`src/rtl/neo_rtc_seq.sv`:
```
// Serial sequencer for the uPD4990 RTC: shifts {CMD,WR_DATA} LSB first, strobes, captures DOUT.
// Latency: BUSY the cycle after START, held nbits*2*DIV+STB_LEN cycles, then a 1-cycle DONE.
// Backpressure: none; START is only sampled while idle and is otherwise dropped, never queued.
module neo_rtc_seq #(
    parameter int DIV     = 4,
    parameter int STB_LEN = 4
) (
    input  logic        CLK,
    input  logic        nRESET,
    input  logic        START,
    input  logic [3:0]  CMD,
    input  logic        SHIFT_DATA,
    input  logic [47:0] WR_DATA,
    input  logic        BB_EN,
    input  logic [2:0]  BB_CTRL,
    input  logic        RTC_DOUT,
    output logic        RTC_DIN,
    output logic        RTC_CLK,
    output logic        RTC_STROBE,
    output logic        BUSY,
    output logic        DONE,
    output logic [47:0] RD_DATA
);

    localparam logic [1:0] ST_IDLE = 2'd0;
    localparam logic [1:0] ST_LOW  = 2'd1;
    localparam logic [1:0] ST_HIGH = 2'd2;
    localparam logic [1:0] ST_STB  = 2'd3;

    localparam logic [7:0] DIV_LAST = 8'(DIV - 1);
    localparam logic [7:0] STB_LAST = 8'(STB_LEN - 1);

    logic [1:0]  state;
    logic [7:0]  phase_cnt;
    logic [5:0]  bit_idx;
    logic [51:0] shreg;
    logic        shift_r;
    logic [5:0]  last_idx;

    assign last_idx = shift_r ? 6'd51 : 6'd3;

    always_ff @(posedge CLK) begin
        if (!nRESET) begin
            state      <= ST_IDLE;
            phase_cnt  <= 8'd0;
            bit_idx    <= 6'd0;
            shreg      <= 52'd0;
            shift_r    <= 1'b0;
            RTC_DIN    <= 1'b0;
            RTC_CLK    <= 1'b0;
            RTC_STROBE <= 1'b0;
            BUSY       <= 1'b0;
            DONE       <= 1'b0;
            RD_DATA    <= 48'd0;
        end else begin
            DONE <= 1'b0;
            case (state)
                ST_IDLE: begin
                    if (START) begin
                        shreg      <= SHIFT_DATA ? {CMD, WR_DATA} : {48'd0, CMD};
                        shift_r    <= SHIFT_DATA;
                        bit_idx    <= 6'd0;
                        phase_cnt  <= 8'd0;
                        state      <= ST_LOW;
                        BUSY       <= 1'b1;
                        RTC_DIN    <= SHIFT_DATA ? WR_DATA[0] : CMD[0];
                        RTC_CLK    <= 1'b0;
                        RTC_STROBE <= 1'b0;
                    end else begin
                        // Bit-bang passthrough: {STROBE,CLK,DIN}
                        RTC_STROBE <= BB_EN & BB_CTRL[2];
                        RTC_CLK    <= BB_EN & BB_CTRL[1];
                        RTC_DIN    <= BB_EN & BB_CTRL[0];
                    end
                end
                ST_LOW: begin
                    if (phase_cnt == DIV_LAST) begin
                        // Sample DOUT just before the rising shift clock
                        if (shift_r && bit_idx < 6'd48)
                            RD_DATA <= {RTC_DOUT, RD_DATA[47:1]};
                        phase_cnt <= 8'd0;
                        RTC_CLK   <= 1'b1;
                        state     <= ST_HIGH;
                    end else begin
                        phase_cnt <= phase_cnt + 8'd1;
                    end
                end
                ST_HIGH: begin
                    if (phase_cnt == DIV_LAST) begin
                        phase_cnt <= 8'd0;
                        RTC_CLK   <= 1'b0;
                        if (bit_idx == last_idx) begin
                            RTC_DIN    <= 1'b0;
                            RTC_STROBE <= 1'b1;
                            state      <= ST_STB;
                        end else begin
                            bit_idx <= bit_idx + 6'd1;
                            shreg   <= {1'b0, shreg[51:1]};
                            RTC_DIN <= shreg[1];
                            state   <= ST_LOW;
                        end
                    end else begin
                        phase_cnt <= phase_cnt + 8'd1;
                    end
                end
                default: begin
                    if (phase_cnt == STB_LAST) begin
                        phase_cnt  <= 8'd0;
                        RTC_STROBE <= 1'b0;
                        BUSY       <= 1'b0;
                        DONE       <= 1'b1;
                        state      <= ST_IDLE;
                    end else begin
                        phase_cnt <= phase_cnt + 8'd1;
                    end
                end
            endcase
        end
    end

endmodule

```
`config.mk`:
```
export PLATFORM = sky130hd
export DESIGN_NAME = neo_rtc_seq
export DESIGN_NICKNAME = d
export VERILOG_FILES = /design/src/rtl/neo_rtc_seq.sv
export SDC_FILE = /design/constraint.sdc
export NUM_CORES = 1
export LEC_CHECK = 0
export ABC_AREA = 1
export CORE_MARGIN = 2
export CORE_UTILIZATION = 40
export CTS_CLUSTER_DIAMETER = 50
export DETAILED_ROUTE_END_ITERATION = 6
export HOLD_SLACK_MARGIN = 0.03
export MAX_ROUTING_LAYER = met4
export PLACE_DENSITY_LB_ADDON = 0.25
export SETUP_SLACK_MARGIN = 0.3
export SLEW_MARGIN = 20
export SYNTH_ARGS = -nofsm -noshare
export SYNTH_HDL_FRONTEND = slang
export SYNTH_SLANG_ARGS = --single-unit
```
`constraint.sdc`:
```
create_clock -name CLK -period 1.9 [get_ports CLK]
set_input_delay 0.38 -clock CLK [delete_from_list [all_inputs] [get_ports CLK]]
set_output_delay 0.38 -clock CLK [all_outputs]
set_load 0.05 [all_outputs]
```
Word-level counts from Yosys, hierarchy flattened
Cells that the tools add are included.
Word-level totals
  flip-flop bits (word level): 122
  input bits: 61
  word-level logic and storage cells: 79
Cells by class
  $add $sub $neg: 2
  $lt $le $gt $ge: 1
  equal/unequal tests: 9
  multiplexer cells: 35
  bitwise logic cells: 6
  reduce and logical (&&, ||, !) cells: 15
Operators with widths (number)
  $mux 52: 4
  $pmux 52 s2: 1
  $mux 6: 4
  $mux 8: 3
  $mux 1: 12
  $pmux 6 s2: 1
  $reduce_and 4->1: 3
  $mux 2: 5
  $ne 2x2->1 const B: 5
  $reduce_and 3->1: 3
  $add 8x1->8 const B: 1
  $eq 8x2->1 const B: 1
  $add 6x1->6 const B: 1
  $eq 6x6->1: 1
  $lt 6x6->1 const B: 1
  $pmux 1 s3: 2
  $pmux 2 s3: 1
  $pmux 1 s2: 2
  $reduce_and 2->1: 2
  $reduce_bool 2->1: 2
  $reduce_or 4->1: 1
  $and 1x1->1: 3
  $not 1->1: 3
  $reduce_bool 3->1: 1
  other kinds (5): 5

Logic depth before layout (Yosys ltp)
  depth in word-level cells: 5
  gate-level depth with buffers: 11
  depth with buffers taken out: 9

Least setup slack after synthesis
OpenSTA, ideal clock, no wires.
  path kind: register -> register
  start: reg state[0]
  end: reg shreg[15]
  data arrival time: 1.554 ns
  setup slack: 0.234 ns
  stages on the path, launching flop included: 12
  clock period less this slack: 1.666 ns
  cell sequence: dfxtp_1 inv_1 ha_1 buf_2 inv_2 nand2_1 nand2_2 buf_6 buf_2 nand4_1 nand2_1 nor2_1
On the way
  longest elaborated chain between the ends: 3
  elaborated cells between the ends (all ways): 8
  classes of those cells: eq/ne (4); mux (1); reduce/logical (3)
Ends and longest elaborated chain
  from (decl): line 33  | logic [1:0] state;
  from (signal assigned): line 44  | state <= ST_IDLE;
  from (signal assigned): line 64  | state <= ST_LOW;
  from (signal assigned): line 83  | state <= ST_HIGH;
  $eq 2x2->1 or $logic_not 2->1 (tied branches): line 57  | case (state)
  $ne 2x2->1 (no line) or $reduce_bool 2->1 (tied branches)
  $reduce_and 4->1 (no line)
  to (signal assigned): line 60  | shreg <= SHIFT_DATA ? {CMD, WR_DATA} : {48'd0, CMD};
  to (signal assigned): line 98  | shreg <= {1'b0, shreg[51:1]};
  to (decl): line 36  | logic [51:0] shreg;
Parallel ways exist; a longest one is shown, timed or not.
A chain may end at the register's enable or synchronous reset.

Final worst setup path
  start: reg phase_cnt[1]
  end: reg RD_DATA[26]
On the way
  longest elaborated chain between the ends: 2
Ends and longest elaborated chain
  from (decl): line 34  | logic [7:0] phase_cnt;
  from (signal assigned): line 85  | phase_cnt <= phase_cnt + 8'd1;
  from (signal assigned): line 103  | phase_cnt <= phase_cnt + 8'd1;
  from (signal assigned): line 114  | phase_cnt <= phase_cnt + 8'd1;
  $eq 8x2->1: line 77  | if (phase_cnt == DIV_LAST) begin
  $reduce_and 3->1 (no line)
  to (signal assigned): line 80  | RD_DATA <= {RTC_DOUT, RD_DATA[47:1]};
  to (decl): line 22  | output logic [47:0] RD_DATA
Every way passes these cells.

==> flow_metrics.env <==
export IMPL_start_util_pct=40.9
export IMPL_maxCapViolCount=0
export IMPL_relSlewSlack_pct=69.4
export IMPL_synth_main_ff_cell="dfxtp_1"
export IMPL_worstReg2RegEnd="RD_DATA[26]"
export IMPL_path_clk_slew_ns=0.05
export IMPL_drt_pass1_iterations=5
export IMPL_hold_class="reg -> reg"
export IMPL_io_pins=114
export IMPL_h_tree_depth=4
export IMPL_syn_to_final_growth_pct=43.7
export IMPL_rsz0062_at_grt="true"
export IMPL_die_area_mm2=0.0151
export IMPL_synth_edf_count=0
export IMPL_path_cells="ha_4, nand2_4, nor2_4, nand2_4, nor3_4, buf_12, buf_12, clkbuf_16, o21ai_2, a21oi_1"
export IMPL_final_common_cell="nor2_1"
export IMPL_power_leakage_uw=0.00333
export IMPL_drt_antenna_violating_nets=0
export IMPL_r2r_cells=10
export IMPL_place_area_mm2=0.00689
export IMPL_drc_errors=0
export IMPL_grt_pass1_vias=4986
export IMPL_tightest_slew_ns=0.458
export IMPL_timing_setup_tns_ns=0
export IMPL_core_mm2=0.0139
export IMPL_status="finished, final reports clean"
export IMPL_synth_area_mm2=0.00567
export IMPL_critPathKind="reg -> reg"
export IMPL_insertion_delay_ns=0.43
export IMPL_cts_root_buf="clkbuf_16"
export IMPL_final_nets=959
export IMPL_synthesis_nets=829
export IMPL_vias_per_cell=5.30
export IMPL_hp_start="RD_DATA[1]"
export IMPL_dp_cells=1019
export IMPL_reg2reg_from="phase_cnt[1]"
export IMPL_period_share_pct=88.8
export IMPL_avgSynthCellArea_um2=7.45
export IMPL_clock_path_buffers=2
export IMPL_ys_types=36
export IMPL_min_period_ns=1.69
export IMPL_cts_tree="yes"
export IMPL_finalInstanceArea_mm2=0.00815
export IMPL_startpoint_type="register"
export IMPL_overflow=0
export IMPL_clkSinkCount=121
export IMPL_globalplace_congestion=0.791
export IMPL_holdPathEnd="RD_DATA[0]"
export IMPL_instances_no_fill=1081
export IMPL_drt_wl_total_mm=16.9
export IMPL_cp_end_kind="register"
export IMPL_fin_worst_skew_ns=0.00812
export IMPL_rows=43
export IMPL_post_drt_wl_per_cell_um=15.6
export IMPL_maxSlewViolCount=0
export IMPL_crit_start="phase_cnt[1]"
export IMPL_hold_viol=0
export IMPL_cts_hold_buf=0
export IMPL_slowest_delay_ns=0.35
export IMPL_grt_max_degree=76
export IMPL_critPathArrivalTime_ns=2.04
export IMPL_powerDensity_mw_per_mm2=1290
export IMPL_drt_initial_drc_count=439
export IMPL_vias=5733
export IMPL_cts_buffers=17
export IMPL_crit_fanout=6
export IMPL_finalSetupViolCount=0
export IMPL_required_ns=2.25
export IMPL_min_path_cells=2
export IMPL_grt_first_pass_wirelength_mm=24.7
export IMPL_dpl_hpwl_mm=8.69
export IMPL_final_cell_mix="nor2_1, dfxtp_1, nand2_1, inv_1, a21oi_1"
export IMPL_slowest_stage="dfxtp_2"
export IMPL_ir_drop_mv=0.650
export IMPL_grt_util_all_layers_pct=21.2
export IMPL_async_flop_share_pct=0
export IMPL_timing_fmax_mhz=592
export IMPL_synth_seq_cells=121
export IMPL_r2r_slack_ns=0.21
export IMPL_drive_gt1_share_pct=22.1
export IMPL_antenna_found_initial=0
export IMPL_die_h_um=123
export IMPL_ys_seq_area_share_pct=42.7
export IMPL_syn_instance_count=761
export IMPL_yosys_warnings=0
export IMPL_fp_dieW_um=123
export IMPL_port_buffers=113
export IMPL_antennaDiodeCount=0
## final cells by class
type	instances	area (um2)
multi-input cells	506	2780
inverters	76	300
fillers	1281	5730
repair buffers	169	1900
clock buffers	25	485
well taps	180	225
clock inverters	4	20.0
flip-flops and latches	121	2430
## power breakdown
group	internal [uW]	switching [uW]
clock	1730	1110
combinational	1800	2240
sequential	3210	426
total	6740	3770
## cells in the mapped netlist, drive strengths merged, types with 4 or more instances
cell type | n | share of area, %
nor3 | 4 | 0.73
a22oi | 47 | 6.2
buf | 41 | 5.2
ha | 7 | 1.5
nand4 | 60 | 6.7
nor2 | 127 | 8.7
inv | 76 | 5.1
o21ai | 59 | 5.2
o21bai | 5 | 0.66
a21oi | 64 | 5.6
nand3 | 24 | 2.4
clkbuf | 17 | 1.1
nand2 | 99 | 6.8
dfxtp | 121 | 43
## stage by stage
stage          hold WS, ns  total power (uW)  setup WS [ns]  utilization (%)
2_1_floorplan        0.449              5910          0.322                -
3_3_place_gp         0.450              6700          0.177             49.6
3_5_place_dp         0.449              6710          0.165             49.6
4_1_cts              0.462              9890          0.288             55.4
5_1_grt              0.480             11100          0.140             58.7
6_report             0.460             10500          0.212             58.7
## flip-flops by register name, summed over array words and instances (netlist names)
name / cells
state: 2
RD_DATA: 48
bit_idx: 6
BUSY: 1
shreg: 51
RTC_CLK: 1
phase_cnt: 8
DONE: 1
RTC_STROBE: 1
RTC_DIN: 1
shift_r: 1
## layer usage
| metal | routed length, um | GRT usage, % | part of all wire [%] |
|---|---|---|---|
| met5 | 0 | - | 0 |
| met3 | 1120 | 6.09 | 6.6 |
| met2 | 7810 | 31.1 | 46 |
| met4 | 265 | 6.89 | 1.6 |
| met1 | 7700 | 28.1 | 46 |
## logic make-up (layout without fill, tap and decap cells)
kind of cell / count (synthesis) / count (layout) / synth area share, %
AOI/OAI and AO/OA: 181 / 181 / 18.4
xor gates and xnor gates: 1 / 1 / 0.154
adders and majority gates: 7 / 7 / 1.54
buffers and inverters: 134 / 274 / 11.4
DFF: 121 / 121 / 42.7
and+or+nand+nor: 317 / 317 / 25.7
## worst max-delay path: cells and delay by family, from the launching register on
family	cells	cell delay, ns
and+or+nand+nor	4	0.49
buffers and inverters	3	0.44
DFF	1	0.35
AOI/OAI and AO/OA	2	0.18
adders and majority gates	1	0.15
## worst max path at each step
stage	end	slack, ns	cells past startpoint
after floorplan	shreg[15]	0.32	11
after global routing	RD_DATA[34]	0.14	10
after global placement	shreg[38]	0.18	8
after CTS	RD_DATA[6]	0.29	9
after detailed placement	shreg[23]	0.16	8
final	RD_DATA[26]	0.21	10
## timing repair
item                       4_1_cts  5_1_grt
cloned                           5       11
pin swaps                        6       11
hold endpoints to repair         0        0
setup buffers                    9        8
resized for setup               87       57
setup endpoints to repair      132      112
Power figures use the tool's default switching activity.
